<file path="config.mk">
export PLATFORM = sky130hd
export DESIGN_NAME = control_sequencer
export DESIGN_NICKNAME = d
export VERILOG_FILES = /design/src/rtl/cpu_ctrl_pkg.sv /design/src/rtl/reg_field_decoder.sv /design/src/rtl/control_sequencer.sv
export SDC_FILE = /design/constraint.sdc
export NUM_CORES = 1
export LEC_CHECK = 0
export CAP_MARGIN = 20
export CORE_ASPECT_RATIO = 1.2
export CORE_MARGIN = 5
export CORE_UTILIZATION = 30
export CTS_CLUSTER_SIZE = 25
export DETAILED_ROUTE_END_ITERATION = 6
export DONT_BUFFER_PORTS = 1
export GPL_TIMING_DRIVEN = 0
export SYNTH_ARGS = -nofsm -noshare
export SYNTH_HDL_FRONTEND = slang
export SYNTH_SLANG_ARGS = --single-unit
</file>
<file path="constraint.sdc">
create_clock -name Clock -period 2.75 [get_ports Clock]
set_clock_uncertainty 0.05 [all_clocks]
set_input_delay 0.275 -clock Clock [delete_from_list [all_inputs] [get_ports Clock]]
set_output_delay 0.275 -clock Clock [all_outputs]
set_load 0.005 [all_outputs]
</file>
<file path="src/rtl/cpu_ctrl_pkg.sv">
// Shared definitions for the hardwired control sequencer: opcodes, FSM states,
// instruction-field offsets and opcode classification.
package cpu_ctrl_pkg;

    localparam logic [4:0] OP_ADD  = 5'b00011;
    localparam logic [4:0] OP_SUB  = 5'b00100;
    localparam logic [4:0] OP_AND  = 5'b00101;
    localparam logic [4:0] OP_OR   = 5'b00110;
    localparam logic [4:0] OP_SHR  = 5'b00111;
    localparam logic [4:0] OP_SHRA = 5'b01000;
    localparam logic [4:0] OP_SHL  = 5'b01001;
    localparam logic [4:0] OP_ROR  = 5'b01010;
    localparam logic [4:0] OP_ROL  = 5'b01011;
    localparam logic [4:0] OP_MUL  = 5'b01111;
    localparam logic [4:0] OP_DIV  = 5'b10000;
    localparam logic [4:0] OP_NEG  = 5'b10001;
    localparam logic [4:0] OP_NOT  = 5'b10010;
    localparam logic [4:0] OP_NOP  = 5'b11010;
    localparam logic [4:0] OP_HALT = 5'b11011;

    typedef enum logic [3:0] {
        S_IDLE, S_T0, S_T1, S_T2, S_T3, S_T4, S_T5, S_T6, S_HALT
    } state_t;

    typedef enum logic [2:0] {
        K_ALU3, K_UNARY, K_MULDIV, K_NOP, K_HALT, K_UNDEF
    } op_kind_t;

    // Fields are packed from the MSB down: opcode, Ra, Rb, Rc.
    function automatic int opc_lsb(input int dw, input int ow);
        return dw - ow;
    endfunction

    function automatic int ra_lsb(input int dw, input int ow, input int rw);
        return dw - ow - rw;
    endfunction

    function automatic int rb_lsb(input int dw, input int ow, input int rw);
        return dw - ow - 2 * rw;
    endfunction

    function automatic int rc_lsb(input int dw, input int ow, input int rw);
        return dw - ow - 3 * rw;
    endfunction

    function automatic op_kind_t classify(input logic [4:0] op);
        case (op)
            OP_ADD, OP_SUB, OP_AND, OP_OR, OP_SHR,
            OP_SHRA, OP_SHL, OP_ROR, OP_ROL:  return K_ALU3;
            OP_NEG, OP_NOT:                   return K_UNARY;
            OP_MUL, OP_DIV:                   return K_MULDIV;
            OP_NOP:                           return K_NOP;
            OP_HALT:                          return K_HALT;
            default:                          return K_UNDEF;
        endcase
    endfunction

endpackage

</file>
<file path="src/rtl/reg_field_decoder.sv">
// Register-number to one-hot enable decoder; purely combinational, all-zero when disabled.
module reg_field_decoder #(
    parameter int IDX_W   = 4,
    parameter int NUM_OUT = 16
) (
    input  logic               en,
    input  logic [IDX_W-1:0]   idx,
    output logic [NUM_OUT-1:0] onehot
);

    always_comb begin
        onehot = '0;
        if (en) begin
            onehot[idx] = 1'b1;
        end
    end

endmodule

</file>
<file path="src/rtl/control_sequencer.sv">
// Fetch/execute control FSM: Moore outputs decoded from state plus IR, one state per cycle.
// Fetch stalls in T1 until mem_ready; Stop is honoured only at instruction boundaries.
module control_sequencer
    import cpu_ctrl_pkg::*;
#(
    parameter int DATA_WIDTH = 32,
    parameter int NUM_REGS   = 16,
    parameter int OPCODE_W   = 5
) (
    input  logic                  Clock,
    input  logic                  clear,
    input  logic [DATA_WIDTH-1:0] IR,
    input  logic                  Run,
    input  logic                  Stop,
    input  logic                  mem_ready,
    output logic                  PCout,
    output logic                  PCin,
    output logic                  IncPC,
    output logic                  MARin,
    output logic                  MDRin,
    output logic                  MDRout,
    output logic                  Read,
    output logic                  IRin,
    output logic                  Yin,
    output logic                  Zin,
    output logic                  Zlowout,
    output logic                  Zhighout,
    output logic                  HIin,
    output logic                  LOin,
    output logic [NUM_REGS-1:0]   Rin,
    output logic [NUM_REGS-1:0]   Rout,
    output logic [OPCODE_W-1:0]   operation,
    output logic                  Halted,
    output logic                  Illegal
);

    localparam int REG_W   = $clog2(NUM_REGS);
    localparam int OPC_LSB = opc_lsb(DATA_WIDTH, OPCODE_W);
    localparam int RA_LSB  = ra_lsb(DATA_WIDTH, OPCODE_W, REG_W);
    localparam int RB_LSB  = rb_lsb(DATA_WIDTH, OPCODE_W, REG_W);
    localparam int RC_LSB  = rc_lsb(DATA_WIDTH, OPCODE_W, REG_W);

    if ((NUM_REGS < 2) || ((NUM_REGS & (NUM_REGS - 1)) != 0)) begin : g_bad_num_regs
        $error("control_sequencer: NUM_REGS must be a power of 2 and at least 2");
    end
    if (OPCODE_W + 3 * REG_W > DATA_WIDTH) begin : g_bad_fields
        $error("control_sequencer: opcode and three register fields exceed DATA_WIDTH");
    end
    if (OPCODE_W < 5) begin : g_bad_opcode_w
        $error("control_sequencer: OPCODE_W must hold the 5-bit opcode set");
    end

    logic [OPCODE_W-1:0] opcode;
    logic [REG_W-1:0]    ra;
    logic [REG_W-1:0]    rb;
    logic [REG_W-1:0]    rc;
    op_kind_t            kind;

    assign opcode = IR[OPC_LSB +: OPCODE_W];
    assign ra     = IR[RA_LSB +: REG_W];
    assign rb     = IR[RB_LSB +: REG_W];
    assign rc     = IR[RC_LSB +: REG_W];

    if (RC_LSB > 0) begin : g_ir_low
        logic unused_ir_low;
        assign unused_ir_low = ^IR[RC_LSB-1:0];
    end

    // Any opcode bit above the defined 5-bit set makes the instruction undefined.
    assign kind = ((opcode >> 5) != '0) ? K_UNDEF : classify(opcode[4:0]);

    state_t state_q;
    state_t state_d;
    state_t ret_state;

    assign ret_state = Stop ? S_IDLE : S_T0;

    always_ff @(posedge Clock or negedge clear) begin
        if (!clear) begin
            state_q <= S_IDLE;
        end else begin
            state_q <= state_d;
        end
    end

    logic             rin_en;
    logic             rout_en;
    logic [REG_W-1:0] rin_idx;
    logic [REG_W-1:0] rout_idx;

    always_comb begin
        state_d   = state_q;
        PCout     = 1'b0;
        PCin      = 1'b0;
        IncPC     = 1'b0;
        MARin     = 1'b0;
        MDRin     = 1'b0;
        MDRout    = 1'b0;
        Read      = 1'b0;
        IRin      = 1'b0;
        Yin       = 1'b0;
        Zin       = 1'b0;
        Zlowout   = 1'b0;
        Zhighout  = 1'b0;
        HIin      = 1'b0;
        LOin      = 1'b0;
        Halted    = 1'b0;
        Illegal   = 1'b0;
        rin_en    = 1'b0;
        rout_en   = 1'b0;
        rin_idx   = ra;
        rout_idx  = ra;
        operation = '0;

        case (state_q)
            S_IDLE: begin
                if (Run) state_d = ret_state;
            end
            S_T0: begin
                PCout   = 1'b1;
                MARin   = 1'b1;
                IncPC   = 1'b1;
                Zin     = 1'b1;
                state_d = S_T1;
            end
            S_T1: begin
                // Held while memory is slow; reloading PC from Z is harmless.
                Zlowout = 1'b1;
                PCin    = 1'b1;
                Read    = 1'b1;
                MDRin   = 1'b1;
                if (mem_ready) state_d = S_T2;
            end
            S_T2: begin
                MDRout = 1'b1;
                IRin   = 1'b1;
                case (kind)
                    K_NOP:   state_d = ret_state;
                    K_HALT:  state_d = S_HALT;
                    default: state_d = S_T3;
                endcase
            end
            S_T3: begin
                case (kind)
                    K_ALU3: begin
                        rout_en  = 1'b1;
                        rout_idx = rb;
                        Yin      = 1'b1;
                        state_d  = S_T4;
                    end
                    K_UNARY: begin
                        rout_en  = 1'b1;
                        rout_idx = rb;
                        Zin      = 1'b1;
                        state_d  = S_T4;
                    end
                    K_MULDIV: begin
                        rout_en  = 1'b1;
                        rout_idx = ra;
                        Yin      = 1'b1;
                        state_d  = S_T4;
                    end
                    default: begin
                        Illegal = 1'b1;
                        state_d = ret_state;
                    end
                endcase
            end
            S_T4: begin
                case (kind)
                    K_ALU3: begin
                        rout_en  = 1'b1;
                        rout_idx = rc;
                        Zin      = 1'b1;
                        state_d  = S_T5;
                    end
                    K_UNARY: begin
                        Zlowout = 1'b1;
                        rin_en  = 1'b1;
                        rin_idx = ra;
                        state_d = ret_state;
                    end
                    K_MULDIV: begin
                        rout_en  = 1'b1;
                        rout_idx = rb;
                        Zin      = 1'b1;
                        state_d  = S_T5;
                    end
                    default: state_d = ret_state;
                endcase
            end
            S_T5: begin
                case (kind)
                    K_ALU3: begin
                        Zlowout = 1'b1;
                        rin_en  = 1'b1;
                        rin_idx = ra;
                        state_d = ret_state;
                    end
                    K_MULDIV: begin
                        Zlowout = 1'b1;
                        LOin    = 1'b1;
                        state_d = S_T6;
                    end
                    default: state_d = ret_state;
                endcase
            end
            S_T6: begin
                Zhighout = 1'b1;
                HIin     = 1'b1;
                state_d  = ret_state;
            end
            S_HALT: begin
                Halted = 1'b1;
            end
            default: state_d = S_IDLE;
        endcase

        if (Zin) operation = opcode;
    end

    reg_field_decoder #(
        .IDX_W   (REG_W),
        .NUM_OUT (NUM_REGS)
    ) u_rin_dec (
        .en     (rin_en),
        .idx    (rin_idx),
        .onehot (Rin)
    );

    reg_field_decoder #(
        .IDX_W   (REG_W),
        .NUM_OUT (NUM_REGS)
    ) u_rout_dec (
        .en     (rout_en),
        .idx    (rout_idx),
        .onehot (Rout)
    );

endmodule

</file>
Yosys cells after proc, flatten, opt, wreduce, memory -nomap -nowiden --
Memory sizes are Yosys's and may differ from the RTL's. Cells that the tools add are included.
Storage, ports and cells: memories 1, ROM bits 96, input port bits 37, logic and storage cells 65, output and inout bits 53, register bits after elaboration 4
Memory list:
- (name not given) | depth 32, width 3, rd ports 1, clocked after memory_dff 0, write ports 0, line cpu_ctrl_pkg.sv:47 | case (op)
Operators by class: reductions and logical operators 8, multiplexer cells 36, eq/ne operators 14, bitwise logic cells 1, $lt $le $gt $ge 4
Operators by type and width (count):
- $pmux W4 S9 | 1
- $mux W16 | 2
- $pmux W4 S2 | 3
- $mux W1 | 17
- $eq A4 B3 Y1 const B | 4
- $mux W4 | 3
- $lt A4 B5 Y1 const B | 2
- $mux W3 | 3
- $demux W1 S4 | 2
- $eq A4 B2 Y1 const B | 2
- $ge A4 B1 Y1 const B | 2
- $eq A3 B2 Y1 const B | 2
- $pmux W1 S3 | 2
- $mux W5 | 1
- $eq A4 B1 Y1 const B | 1
- $eq A4 B4 Y1 const B | 1
- $logic_not A4 Y1 | 1
- $ne A2 B2 Y1 const B | 2
- $pmux W1 S2 | 2
- $reduce_or A2 Y1 | 2
- $eq A3 B1 Y1 const B | 1
- $eq A3 B3 Y1 const B | 1
- $logic_not A3 Y1 | 1
- $reduce_and A3 Y1 | 1
- 3 further kinds | 4

Depth between registers and ports, before layout --
Gate-level depths: netlist of the first run. An unclocked memory read counts as a cell.
depth in word-level cells 10, gate-level depth with buffers 9, depth with buffers taken out 6

Cells and area by module --
Synthesis of the first run repeated with hierarchy kept, for this count alone.
Unflattened totals: cell total of the unflattened synthesis 156, area total of the unflattened synthesis 1024.7 µm²
By module, submodules not included:
- control_sequencer | times used 1, area each 789.5 µm², sequential area each 100.1 µm², cells each 110
- reg_field_decoder | times used 2, area each 117.6 µm², sequential area each 0.0 µm², cells each 23

Worst setup path before layout of the first run --
Ideal clock, no wire load.
path kind input to output, from in IR[27], to out Rout[10], arrival time 2.462 ns, path slack -0.037 ns, stages 9, data required time 2.425 ns, path buffers 3, cell sequence buf_2 -> nor3b_1 -> a221o_1 -> o21a_1 -> clkbuf_1 -> mux2_2 -> or4_1 -> buf_2 -> and4bb_1
Between the ends: cells in the longest elaborated chain, start to end 10, elaborated cells between the ends (all ways) 19, those cells by class order compare (2); eq/ne (2); mux (9); reduce/logical (5); memory (1)
Ends and longest elaborated chain:
- start, declared | line control_sequencer.sv:12 | input logic [DATA_WIDTH-1:0] IR,
- $mem_v2 Z32 W3 (*)
- $eq A3 B1 Y1 / $logic_not A3 Y1 (equally long branches) | line control_sequencer.sv:144, control_sequencer.sv:170
- $reduce_or A2 Y1 (no source line)
- $mux W4 | line control_sequencer.sv:144 | case (kind)
- $pmux W4 S2 | line control_sequencer.sv:115 | case (state_q)
- $lt A4 B5 Y1 (not written as such) / $ge A4 B1 Y1 (equally long branches) | line reg_field_decoder.sv:14 | onehot[idx] = 1'b1;
- $logic_and A1 B1 Y1 (not written as such) | line reg_field_decoder.sv:14
- $mux W1 (not written as such) | line reg_field_decoder.sv:14
- $demux W1 S4
- $mux W16 (*) | line reg_field_decoder.sv:13 | if (en) begin
- end, declared | line control_sequencer.sv:31 | output logic [NUM_REGS-1:0] Rout,
Every way passes the cells marked *; elsewhere a longest branch is shown, timed or not.

Final worst setup path of the first run --
from in IR[31], to out Rout[9]
The elaborated chain is that of the path after synthesis.

==> flow_summary.ini, run 1 <==
[status]
status = finished, final reports clean

[yosys]
netlist_instances = 167
synthDistinctLibCells = 51
ys_warn_count = 0
async_reset_ff_share_pct = 100.0
synth_edf_count = 0
syn-cell-area_um2 = 1172
synth_ff_type = dfrtp_1
ys_seq_area_share_pct = 8.538
syn_nets = 204
synth_seq_cells = 4
avgSynthCellArea_um2 = 7.020

[drt]
drt_iter0_markers = 49
wl_um = 3921
avgViaCountPerCell = 5.584
drc_errors = 0
wire_per_inst_um = 16.83
final_antenna_net_count = 0
dr_total_vias = 1301
first_pass_iters = 4

[worst_setup_path]
worstSetupPathDepth = 8
slowest_delay_ns = 0.62
crit_path_frequent_cell = buf_6
crit_family = simple AND/OR/NAND/NOR gates
worst_path_max_delay_cell = or4_4
critPathBufInv = 3
crit_fanout = 10
startpoint_type = input pin
crit_required_ns = 2.42
crit_type = input pin to output pin
arrival_ns = 2.37
startpoint = IR[31]
timing.rr.start = state_q[2]$_DFFE_PN0P_
r2r_slack_ns = 0.89
worstReg2RegEnd = state_q[0]$_DFFE_PN0P_
crit_chain = buf_6 -> inv_1 -> a221o_1 -> o21a_1 -> buf_6 -> mux2_4 -> or4_4 -> and4bb_1
reg2reg_depth = 6
crit_end = Rout[9]
end_kind = output pin

[clocking]
clk_pin_slew_ns = 0.03
cts_buffers = 3
cts.sink_count = 4
clockBufferDepth = 2
cts-root-buf = clkbuf_8
clk_latency_ns = 0.22
cts_max_level = 1
cts_tree = yes

[timing]
fmax_mhz = 370.5
rsz0062_at_grt = true
finalMaxSlewViolations = 0
finalHoldViolCount = 0
post-route-period-util_pct = 98.15
period_minus_slack_ns = 2.699
tightestPinTransition_ns = 0.5863
setup-violations-final = 0
relSlewSlack_pct = 60.91

[global_routing]
grt_pass1_vias = 1246
grt_usage_pct = 13.77
grt_max_degree = 11
gr-total-overflow = 0
grt_pass1_wl_um = 5782
antenna_found_initial = 0

[cells_and_area]
diodes = 0
regMostFlops = state_q
mostFrequentLayoutCells = nor2_1, buf_4, nand2_1
drive_above_1_share_pct = 34.08
layout.nets = 218
postLayoutCellArea_um2 = 1597
top_regs = state_q: 4 flops
largest_reg_flops = 4
final_cells = 233
area_growth_pct = 36.18
layout_commonest_cell = nor2_1

[pwr]
switchingPower_mw = 0.4324
p_seq_share_pct = 12.6
p_int_mw = 0.4812
comb_power_share_pct = 73.7
ir_worst_vdd_mv = 0.2419
power.clock.fraction_pct = 13.7
p_leak_nw = 0.6000
power_density_nw_per_um2 = 572.2
swShare_pct = 47.33

[floorplan]
die_h_um = 78.48
num_rows = 25
floorplan.initialDensity_pct = 30.47
core-area_um2 = 3847
die-area_um2 = 5263
die_w_um = 67.07
pin_count = 90

[place]
hpwl_um = 2883
place_inst = 221
gp_congestion = 0.7961
io_buffers = 0
place_area_um2 = 1241

[min_path]
hold_path_class = input pin to flop

[run]
cap_violations = 0
==> cell usage after synthesis, drive strengths merged (3+ instances only) <==
cell | number | area, um2
buf | 12 | 77.57
and2 | 6 | 37.54
mux2 | 3 | 33.78
a21oi | 6 | 33.78
inv | 3 | 11.26
a21o | 4 | 30.03
dfrtp | 4 | 100.1
nand2b | 10 | 62.56
nor3b | 3 | 22.52
nand2 | 9 | 33.78
and4bb | 3 | 37.54
o221ai | 3 | 32.53
o21ai | 5 | 25.02
clkbuf | 8 | 30.03
nor3 | 8 | 40.04
nand3 | 3 | 15.01
nor4bb | 3 | 30.03
mux2i | 3 | 30.03
nor4b | 9 | 97.59
nor2 | 29 | 108.9
==> per-layer routing <==
layer	vias to the layer above	routed length [um]	GRT usage (%)
met2	48	1985	23.60
met3	2	396	4.864
met4	0	19	3.043
met1	616	1519	16.11
met5	-	0	0
li1	635	-	-
==> worst min path at each step <==
stage | cells after the start | end | slack, ns | from
3_5_place_dp | 0 | state_q[3]$_DFFE_PN0P_ | -0.07 | clear
2_1_floorplan | 0 | state_q[0]$_DFFE_PN0P_ | -0.07 | clear
5_1_grt | 2 | state_q[3]$_DFFE_PN0P_ | 0.27 | IR[27]
4_1_cts | 1 | state_q[2]$_DFFE_PN0P_ | 0.27 | clear
3_3_place_gp | 0 | state_q[3]$_DFFE_PN0P_ | -0.07 | clear
6_report | 2 | state_q[3]$_DFFE_PN0P_ | 0.26 | IR[27]
==> layout make-up <==
| type | instances | area [um2] |
|---|---|---|
| fillers | 410 | 2251 |
| multi-input cells | 140 | 1151 |
| plain buffers | 18 | 137.6 |
| flip-flops and latches | 4 | 102.6 |
| repair buffers | 11 | 85.08 |
| well taps | 54 | 67.56 |
| clock buffers | 3 | 41.29 |
| inverters | 3 | 11.26 |
==> power groups by stage <==
stage	clock, mW	combinational [mW]	sequential (mW)
3_3_place_gp	0	0.511	0.0998
3_5_place_dp	0	0.516	0.101
6_report	0.125	0.673	0.116
4_1_cts	0.127	0.543	0.120
5_1_grt	0.132	0.740	0.120
2_1_floorplan	0	0.427	0.0952
==> stage by stage <==
step / setup slack [ns] / total power, mW / util (%) / hold slack, ns / setup TNS (ns)
floorplan: 0.06001 / 0.5227 / - / -0.07059 / 0
global placement: -0.1359 / 0.6111 / 32.26 / -0.07049 / -1.259
detailed placement: -0.1306 / 0.6169 / 32.26 / -0.07048 / -1.221
CTS: 0.01124 / 0.7896 / 35.84 / 0.2748 / 0
global route: -0.03937 / 0.9917 / 41.50 / 0.2653 / -0.1826
finish: 0.05075 / 0.9136 / 41.50 / 0.2558 / 0
==> logic make-up after synthesis <==
family | count (synthesis) | synth area share, %
AO/OA/AOI/OAI | 36 | 24.33
XOR/XNOR | 1 | 0.7472
buffers and inverters | 23 | 10.14
flip-flops | 4 | 8.538
multiplexers | 6 | 5.443
AND/OR/NAND/NOR | 97 | 50.80
==> repair_timing <==
action / 4_1_cts / 5_1_grt
buffers inserted: 4 / 6
pin swaps: 11 / 9
hold buffers: 1 / 0
setup endpoints to repair: 18 / 17
gates resized for setup: 18 / 37
endpoints found under the hold margin: 4 / 0
(Power assumes the default switching activity.)
==> inputs of run 2 (changes only) <==
CAP_MARGIN = not set   (was 20)
==> results of run 2 <==
Same layout as run 1: the final DEF is identical, and so are final timing and power.
==> inputs of run 3 (changes only) <==
GPL_TIMING_DRIVEN = not set   (was 0)
==> run 3 against run 2 <==
  * Die area unchanged
  * Register-to-register slack improved by 0.06 ns
  * Critical path depth fell by 2
  * Combinational power shrank 26%
  * Setup slack improved by 0.12 ns
  * Hold slack got worse by 0.13 ns
  * Core utilization fell by 8.0 points
  * Clock power hardly changed
  * Power decreased by 21%
  * Maximum frequency up 4.6%
  * Global-route usage fell by 0.28 points
  * Critical path type unchanged
  * Largest power group unchanged
==> flow_summary.ini, run 3 (synthesis gave the netlist of run 1 again) <==
[status]
status = finished, final reports clean

[drt]
final_antenna_net_count = 0
drt_iter0_markers = 69
wl_um = 3551
wire_per_inst_um = 16.29
first_pass_iters = 6
avgViaCountPerCell = 5.550
drc_errors = 0
dr_total_vias = 1210

[pwr]
p_leak_nw = 0.4821
power_density_nw_per_um2 = 561.4
ir_worst_vdd_mv = 0.2338

[floorplan]
die_h_um = 78.48
num_rows = 25
die-area_um2 = 5263
core-area_um2 = 3847
die_w_um = 67.07
pin_count = 90
floorplan.initialDensity_pct = 30.47

[worst_setup_path]
r2r_slack_ns = 0.95
startpoint = IR[27]
crit_end = Rout[9]
startpoint_type = input pin
arrival_ns = 2.25
crit_required_ns = 2.42
worstReg2RegEnd = state_q[0]$_DFFE_PN0P_
end_kind = output pin
timing.rr.start = state_q[2]$_DFFE_PN0P_
reg2reg_depth = 6
crit_fanout = 9
crit_type = input pin to output pin

[timing]
finalMaxSlewViolations = 0
holdWs_ns = 0.1222
setup-violations-final = 0
timing.setup.tns_ns = 0
setup_ws_ns = 0.1702
relSlewSlack_pct = 54.34
tightestPinTransition_ns = 0.6797
rsz0062_at_grt = false
post-route-period-util_pct = 93.81
finalHoldViolCount = 0
fmax_mhz = 387.6
period_minus_slack_ns = 2.580

[clocking]
cts_buffers = 3
clk_latency_ns = 0.22
cts.sink_count = 4
cts_max_level = 1
clockBufferDepth = 2
cts-root-buf = clkbuf_8
cts_tree = yes
clk_pin_slew_ns = 0.03

[run]
cap_violations = 0

[global_routing]
antenna_found_initial = 0
grt_max_degree = 17
grt_usage_pct = 13.49
grt_pass1_wl_um = 5609
gr-total-overflow = 0
busiest_layer = met2
grt_pass1_vias = 1198
use_met3_pct = 3.863
use_met2_pct = 22.12
grt_use_met1_pct = 16.57

[cells_and_area]
diodes = 0
layout.nets = 203
top_regs = state_q: 4 flops
final_cells = 218
drive_above_1_share_pct = 17.68
largest_reg_flops = 4
nFillCells = 420
mostFrequentLayoutCells = nor2_1, buf_4, nand2b_1
multiInputGateArea_um2 = 959.7
regMostFlops = state_q
layout_commonest_cell = nor2_1
regArea_um2 = 100.1
area_growth_pct = 9.818

[place]
place_inst = 214
dpl_worst_slack_ns = 0.08419
io_buffers = 0
hpwl_um = 2887
gp_congestion = 0.8475

[min_path]
hold_path_class = input pin to flop
[run 3: cell types whose count changed in the layout (fill, tap and decap cells not counted), sizes merged]
| cell | before | now |
|---|---|---|
| clkbuf | 9 | 3 |
| buf | 22 | 13 |
[run 3: report_power, final]
| group | total, mW | leakage (nW) | internal (mW) | switching [mW] |
|---|---|---|---|---|
| clock | 0.128 | 0.0216 | 0.0936 | 0.0344 |
| combinational | 0.497 | 0.408 | 0.210 | 0.287 |
| sequential | 0.0973 | 0.0525 | 0.0812 | 0.0161 |
| total | 0.723 | 0.482 | 0.385 | 0.338 |
[run 3: worst min-delay path by stage]
stage                start                     end  slack [ns]  cells after the start
finish              IR[27]  state_q[3]$_DFFE_PN0P_        0.12                      1
detailed placement   clear  state_q[3]$_DFFE_PN0P_       -0.07                      0
floorplan            clear  state_q[0]$_DFFE_PN0P_       -0.07                      0
global route        IR[27]  state_q[3]$_DFFE_PN0P_        0.13                      1
CTS                 IR[27]  state_q[3]$_DFFE_PN0P_        0.12                      1
global placement     clear  state_q[3]$_DFFE_PN0P_       -0.07                      0
[run 3: repair_timing]
item / 4_1_cts / 5_1_grt
gates resized for setup: 0 / 2
hold buffers: 1 / 0
buffers inserted: 0 / 0
endpoints found under the setup margin: 0 / 12
endpoints found under the hold margin: 4 / 0
[run 3: cell type report]
| type | count | share of cell area, % |
|---|---|---|
| repair buffers | 14 | 8.358 |
| well taps | 54 | 5.248 |
| flip-flops and latches | 4 | 7.775 |
| clock buffers | 3 | 3.207 |
| multi-input cells | 140 | 74.54 |
| inverters | 3 | 0.8746 |
[run 3: worst max-delay path, stage by stage]
cell and delay [ns]:
or4b_4 0.55, a21o_1 0.26, a31oi_4 0.20, nor2_1 0.09, or4_4 0.55, and4bb_1 0.32
[run 3: through the flow]
stage | power (mW) | util, % | cell area [um2]
finish | 0.7228 | 33.46 | 1287
global route | 0.7921 | 33.46 | 1287
CTS | 0.7227 | 33.30 | 1281
detailed placement | 0.5894 | 31.97 | 1230
global placement | 0.5876 | 31.97 | 1230
floorplan | 0.5227 | - | 1174
[run 3: routing by layer]
layer / up-vias / wire length, um
li1: 602 / -
met1: 560 / 1548
met2: 44 / 1676
met3: 4 / 278
met4: 0 / 48
met5: - / 0
